## src/rtl/incoming_response_buffer_if.sv

```systemverilog
// AXI R-channel beat handshake bundle used on both sides of the response buffer.
// master drives valid and payload; slave drives ready.
interface incoming_response_buffer_if #(
    parameter int ID_WIDTH   = 4,
    parameter int DATA_WIDTH = 64,
    parameter int RESP_WIDTH = 2
);
    logic                  valid;
    logic                  ready;
    logic [ID_WIDTH-1:0]   id;
    logic [DATA_WIDTH-1:0] data;
    logic [RESP_WIDTH-1:0] resp;
    logic                  last;

    modport master (output valid, id, data, resp, last, input ready);
    modport slave  (input valid, id, data, resp, last, output ready);
endinterface

```

## src/rtl/incoming_response_buffer.sv

```systemverilog
// In-order beat FIFO for returning AXI R responses, with burst count and sticky error flag.
// Define INCOMING_RESP_SF_EN for store-and-forward release (forced cut-through when full).
module incoming_response_buffer #(
    parameter int ID_WIDTH   = 4,
    parameter int DATA_WIDTH = 64,
    parameter int RESP_WIDTH = 2,
    parameter int DEPTH      = 16,
    localparam int PTR_W     = $clog2(DEPTH),
    localparam int CNT_W     = $clog2(DEPTH + 1)
) (
    input  logic                        clk,
    input  logic                        rst,
    incoming_response_buffer_if.slave   r_in,
    incoming_response_buffer_if.master  r_out,
    output logic [CNT_W-1:0]            beat_count,
    output logic [CNT_W-1:0]            burst_count,
    output logic                        err_seen,
    input  logic                        err_clr
);
    localparam int E_W = ID_WIDTH + DATA_WIDTH + RESP_WIDTH + 1;

    logic [E_W-1:0]   mem [DEPTH];
    logic [PTR_W-1:0] wr_ptr;
    logic [PTR_W-1:0] rd_ptr;
    logic [E_W-1:0]   head;
    logic             full;
    logic             empty;
    logic             push;
    logic             pop;

    assign full  = (beat_count == CNT_W'(DEPTH));
    assign empty = (beat_count == '0);
    assign push  = r_in.valid & ~full;
    assign pop   = r_out.valid & r_out.ready;

    assign r_in.ready = ~full;
    assign head       = empty ? '0 : mem[rd_ptr];
    assign {r_out.id, r_out.data, r_out.resp, r_out.last} = head;

`ifdef INCOMING_RESP_SF_EN
    // drain keeps a head burst flowing once forced cut-through has started releasing it
    logic drain;

    assign r_out.valid = ~empty & ((burst_count != '0) | full | drain);

    always_ff @(posedge clk or posedge rst) begin
        if (rst) begin
            drain <= 1'b0;
        end else if (pop) begin
            drain <= ~r_out.last;
        end
    end
`else
    assign r_out.valid = ~empty;
`endif

    always_ff @(posedge clk) begin
        if (push) begin
            mem[wr_ptr] <= {r_in.id, r_in.data, r_in.resp, r_in.last};
        end
    end

    always_ff @(posedge clk or posedge rst) begin
        if (rst) begin
            wr_ptr      <= '0;
            rd_ptr      <= '0;
            beat_count  <= '0;
            burst_count <= '0;
            err_seen    <= 1'b0;
        end else begin
            if (push) begin
                wr_ptr <= (wr_ptr == PTR_W'(DEPTH - 1)) ? '0 : wr_ptr + PTR_W'(1);
            end
            if (pop) begin
                rd_ptr <= (rd_ptr == PTR_W'(DEPTH - 1)) ? '0 : rd_ptr + PTR_W'(1);
            end
            case ({push, pop})
                2'b10:   beat_count <= beat_count + CNT_W'(1);
                2'b01:   beat_count <= beat_count - CNT_W'(1);
                default: beat_count <= beat_count;
            endcase
            case ({push & r_in.last, pop & r_out.last})
                2'b10:   burst_count <= burst_count + CNT_W'(1);
                2'b01:   burst_count <= burst_count - CNT_W'(1);
                default: burst_count <= burst_count;
            endcase
            // a new error in the same cycle as a clear must not be lost
            if (push & r_in.resp[1]) begin
                err_seen <= 1'b1;
            end else if (err_clr) begin
                err_seen <= 1'b0;
            end
        end
    end
endmodule

```

## src/flat_wrapper.sv

```systemverilog
// flat-port wrapper written by rule: the top's interface ports become plain ports
module incoming_response_buffer_flat 
#(
    parameter int ID_WIDTH   = 4,
    parameter int DATA_WIDTH = 64,
    parameter int RESP_WIDTH = 2,
    parameter int DEPTH      = 16,
    localparam int PTR_W     = $clog2(DEPTH),
    localparam int CNT_W     = $clog2(DEPTH + 1)
)
  (clk, rst, beat_count, burst_count, err_seen, err_clr, r_in_valid, r_in_id, r_in_data, r_in_resp, r_in_last, r_in_ready, r_out_valid, r_out_id, r_out_data, r_out_resp, r_out_last, r_out_ready);
  incoming_response_buffer_if #(.ID_WIDTH(ID_WIDTH), .DATA_WIDTH(DATA_WIDTH), .RESP_WIDTH(RESP_WIDTH)) r_in_i ();
  incoming_response_buffer_if #(.ID_WIDTH(ID_WIDTH), .DATA_WIDTH(DATA_WIDTH), .RESP_WIDTH(RESP_WIDTH)) r_out_i ();
  input  logic clk;
  input  logic rst;
  output logic [CNT_W-1:0] beat_count;
  output logic [CNT_W-1:0] burst_count;
  output logic err_seen;
  input  logic err_clr;
  input wire logic [$bits(r_in_i.valid)-1:0] r_in_valid;
  input wire logic [$bits(r_in_i.id)-1:0] r_in_id;
  input wire logic [$bits(r_in_i.data)-1:0] r_in_data;
  input wire logic [$bits(r_in_i.resp)-1:0] r_in_resp;
  input wire logic [$bits(r_in_i.last)-1:0] r_in_last;
  output wire logic [$bits(r_in_i.ready)-1:0] r_in_ready;
  output wire logic [$bits(r_out_i.valid)-1:0] r_out_valid;
  output wire logic [$bits(r_out_i.id)-1:0] r_out_id;
  output wire logic [$bits(r_out_i.data)-1:0] r_out_data;
  output wire logic [$bits(r_out_i.resp)-1:0] r_out_resp;
  output wire logic [$bits(r_out_i.last)-1:0] r_out_last;
  input wire logic [$bits(r_out_i.ready)-1:0] r_out_ready;
  assign r_in_i.valid = r_in_valid;
  assign r_in_i.id = r_in_id;
  assign r_in_i.data = r_in_data;
  assign r_in_i.resp = r_in_resp;
  assign r_in_i.last = r_in_last;
  assign r_in_ready = r_in_i.ready;
  assign r_out_valid = r_out_i.valid;
  assign r_out_id = r_out_i.id;
  assign r_out_data = r_out_i.data;
  assign r_out_resp = r_out_i.resp;
  assign r_out_last = r_out_i.last;
  assign r_out_i.ready = r_out_ready;
  incoming_response_buffer #(.ID_WIDTH(ID_WIDTH), .DATA_WIDTH(DATA_WIDTH), .RESP_WIDTH(RESP_WIDTH), .DEPTH(DEPTH)) u_core (.clk(clk), .rst(rst), .r_in(r_in_i), .r_out(r_out_i), .beat_count(beat_count), .burst_count(burst_count), .err_seen(err_seen), .err_clr(err_clr));
endmodule
```

## config.mk

```make
export PLATFORM = sky130hd
export DESIGN_NAME = incoming_response_buffer_flat
export DESIGN_NICKNAME = d
export VERILOG_FILES = /design/src/rtl/incoming_response_buffer_if.sv /design/src/rtl/incoming_response_buffer.sv /design/src/flat_wrapper.sv
export SDC_FILE = /design/constraint.sdc
export NUM_CORES = 1
export LEC_CHECK = 0
export BUFFER_PORTS_ARGS = -buffer_cell sky130_fd_sc_hd__buf_2
export CAP_MARGIN = 5
export CORE_MARGIN = 5
export CORE_UTILIZATION = 60
export CTS_CLUSTER_SIZE = 28
export DETAILED_ROUTE_END_ITERATION = 6
export GPL_ROUTABILITY_DRIVEN = 0
export GPL_TIMING_DRIVEN = 0
export PLACE_DENSITY = 0.78
export SLEW_MARGIN = 10
export SYNTH_ARGS = -nofsm -noshare
export SYNTH_HDL_FRONTEND = slang
export SYNTH_SLANG_ARGS = --single-unit
```

## constraint.sdc

```tcl
create_clock -name clk -period 19.3 [get_ports clk]
set_clock_uncertainty 0.2 [all_clocks]
set_input_delay 1.93 -clock clk [delete_from_list [all_inputs] [get_ports clk]]
set_output_delay 1.93 -clock clk [all_outputs]
set_load 0.01 [all_outputs]
```

==> impl_results.md <==
- Status: finished clean
- Power Dens Cells: 149.3 mW/mm^2
- Crit path cell chain: buf_2 -> buf_2 -> buf_2 -> buf_2 -> clkbuf_1 -> mux4_2 -> a221o_1 -> buf_2
- Final hold vios: 0
- PortBufs: about 160
- Setup CP Type: flip-flop to output port
- Yosys cell types: 46
- Die W: about 280 um
- Final instance area: 0.05105 sq mm
- Drt via density: 6.640
- Endpoints failing setup: 0
- I/O Pins: 160
- CTS tree: yes
- Util after Layout: 69.97%
- Layout overhead on the synthesized area: 15.76%
- Placed cell count: 3,101
- Seq cells post-synth: 1,155
- Initial antenna violation count: 8
- Die height: ~280 um
- Post-synth top flop: edfxtp_1
- Register area share after synthesis: 78.43%
- Initial DRC count: 2,565
- # rows: 99
- Number of synthesized flops with an enable pin: 1,136
- DP Area: 0.04744 sq mm
- First-pass GRT wire length: 151.2 mm
- CTS Hold Bufs: 0
- Fmax: 147.7 MHz
- CP Launch Type: flip-flop
- Gr usage total: 26.27%
- Crit path capture type: output port
- CP delay by family, top: buffers and inverters
- Final period util: 35.07%
- Final Non-Filler Cells: 3,307
- Max_cap viols: 0
- Async set-or-reset flop fraction in the synthesized netlist: 1.645%
- Fin crit period: 6769 ps
- CP Data Required Time: 17,170 ps
- Worst hold slack: between 300 and 400 ps
- Worst path slowest cell: clkbuf_1
- Syn Nets: around 2,000
- Total power: 7.622 mW
- Worst skew pair latency: 670 ps
- Worst Path Arrival: 4640 ps
- Vias: 21,960
- Area of the mapped netlist: 0.04410 sq mm
- CP most frequent cell: buf_2
- Final WS setup: 12,530 ps
- Core area: 0.07296 sq mm
- Nets: 2,345
- Dpl ws: ~13,000 ps
- Maximum root-to-sink buffer count: 3
- Syn Inst Count: 1,904
- Post-CTS setup buffers: 0
- Die area: 0.07902 sq mm
- Slew margin rel.: 15.28%
- Measured slew at the worst slew-check pin: roughly 1300 ps
- Static Leakage: 16.58 nW
- Post-CTS resize count: 0
- Vias in the first global route: 22,888
- Antenna violation net count after detailed routing: 0
- Avg Synthesized Cell Area: 23.16 sq um
- Drt total wl: 103.0 mm
- Clock Sinks: 1,155
- HP Class: flip-flop to flip-flop
- H-tree depth: 3
- CTS clk-pin slew, worst paths: 60 ps
- DR pass1 iterations: 5
- WP buf/inv: 6
- Share of layout cells above drive strength 1: a little under a third
- Yosys Warn Count: 0
- Root Driver: clkbuf_16
- Grt ovf: 0
- RSZ-0062 raised after global routing: false
- Post-DP HPWL: 64.32 mm
- Final slew viol count: 0
- Largest net degree at the start of global routing: 25
- DR WL/cell: 31.14 um
- CTS Buf Count: 110
- Setup TNS: 0 ps
- CP max stage delay: 940 ps
- Crit-path max FO: 10
- Initial Util: between 60% and 70%
- Peak supply drop: 0.1145 mV
- DRC: 0
-- layout by cell type (no fill, tap or decap), drive strengths merged, types with 2 or more instances in the layout --
cell type,instances
edfxtp,1136
buf,285
mux4,280
clkbuf,194
mux2i,79
nor3,76
a221o,69
clkinv,55
dfrtp,19
nor2,18
nand2,17
o21ai,16
inv,16
bufinv,14
ha,13
nand3,6
xnor2,4
a21o,4
xor2,4
o311ai,4
diode,3
a21oi,3
nor2b,3
or3,3
nand2b,3
a2bb2oi,2
o21a,2
o211ai,2
fa,2
-- cells by family after synthesis --
kind of cell,share of synthesized area [%]
AO/OA/AOI/OAI,2.148
adder cells (fa/ha/maj),0.4596
AND/OR/NAND/NOR,1.529
buffers and inverters,1.155
multiplexers,16.12
flip-flops,78.43
XOR/XNOR,0.1589
-- worst paths after layout --
path,from,end,slack (ps),depth (start not counted)
max,u_core.rd_ptr[1]$_DFFE_PP0P_,r_out_resp[0],12530,8
max reg2reg,u_core.rd_ptr[0]$_DFFE_PP0P_,u_core.burst_count[4]$_DFFE_PP0P_,13990,12
max in group asynchronous,rst,u_core.wr_ptr[2]$_DFFE_PP0P_,17180,2
min reg2reg,u_core.err_seen$_DFFE_PP0P_,u_core.err_seen$_DFFE_PP0P_,330,2
min in group asynchronous,rst,u_core.rd_ptr[0]$_DFFE_PP0P_,1210,2
min,u_core.err_seen$_DFFE_PP0P_,u_core.err_seen$_DFFE_PP0P_,330,2
-- cell usage after synthesis (2+ instances only) --
cell	instances	share of area, %
clkbuf_1	62	0.53
nand3_1	6	0.068
o21a_1	2	0.034
a21o_1	4	0.068
mux4_2	280	14
inv_1	14	0.12
fa_1	2	0.091
edfxtp_1	1136	77
o211ai_1	2	0.034
buf_6	2	0.051
xor2_1	4	0.079
nor3_1	76	0.86
buf_2	23	0.26
o311ai_0	4	0.079
xnor2_1	4	0.079
or3_1	3	0.043
a21oi_1	3	0.034
dfrtp_1	19	1.1
o21ai_0	15	0.17
buf_1	22	0.19
a221o_1	69	1.6
ha_1	13	0.37
a2bb2oi_1	2	0.040
nand2_1	17	0.14
nand2b_1	3	0.043
mux2i_1	79	1.8
nor2_1	17	0.14
nor2b_1	3	0.043
-- tightest hold or removal path, delay by kind of cell (launching register included) --
kind                   cells  cell delay, ps
AO/OA/AOI/OAI              1              70
buffers and inverters      1              50
flip-flops                 1             370
-- flip-flops by register name, summed over array words and instances (netlist names) --
register / flops
u_core.rd_ptr: 4
u_core.burst_count: 5
u_core.beat_count: 5
u_core.mem: 1136
u_core.err_seen: 1
u_core.wr_ptr: 4
-- metal layers --
layer  track usage, %  vias to the layer above  routed length [um]  part of all wire (%)
li1                 -                     8885                   -                     -
met1            34.57                    11510               37040                    36
met2            45.12                     1317               53220                    52
met3            5.109                      240                9087                   8.8
met4            8.638                        8                3599                   3.5
met5                0                        -                  46                 0.045
-- where the power goes --
group	total, mW	internal [mW]	switching (mW)	leakage [nW]
logic	2.41	1.03	1.38	4.33
clock network	2.15	1.24	0.906	1.76
registers	3.07	3.00	0.0702	10.5
-- final cells by class --
| class | count | area [sq um] |
|---|---|---|
| antenna | 3 | 7.507 |
| buffer | 109 | 454.2 |
| clock buffer | 132 | 2856 |
| clock inverter | 71 | 748.2 |
| fill | 4102 | 21910 |
| inverter | 15 | 56.30 |
| multi-input combinational | 625 | 9117 |
| sequential | 1155 | 34590 |
| tap | 959 | 1200 |
| timing repair buffer | 238 | 2022 |
Power figures use the tool's default switching activity.
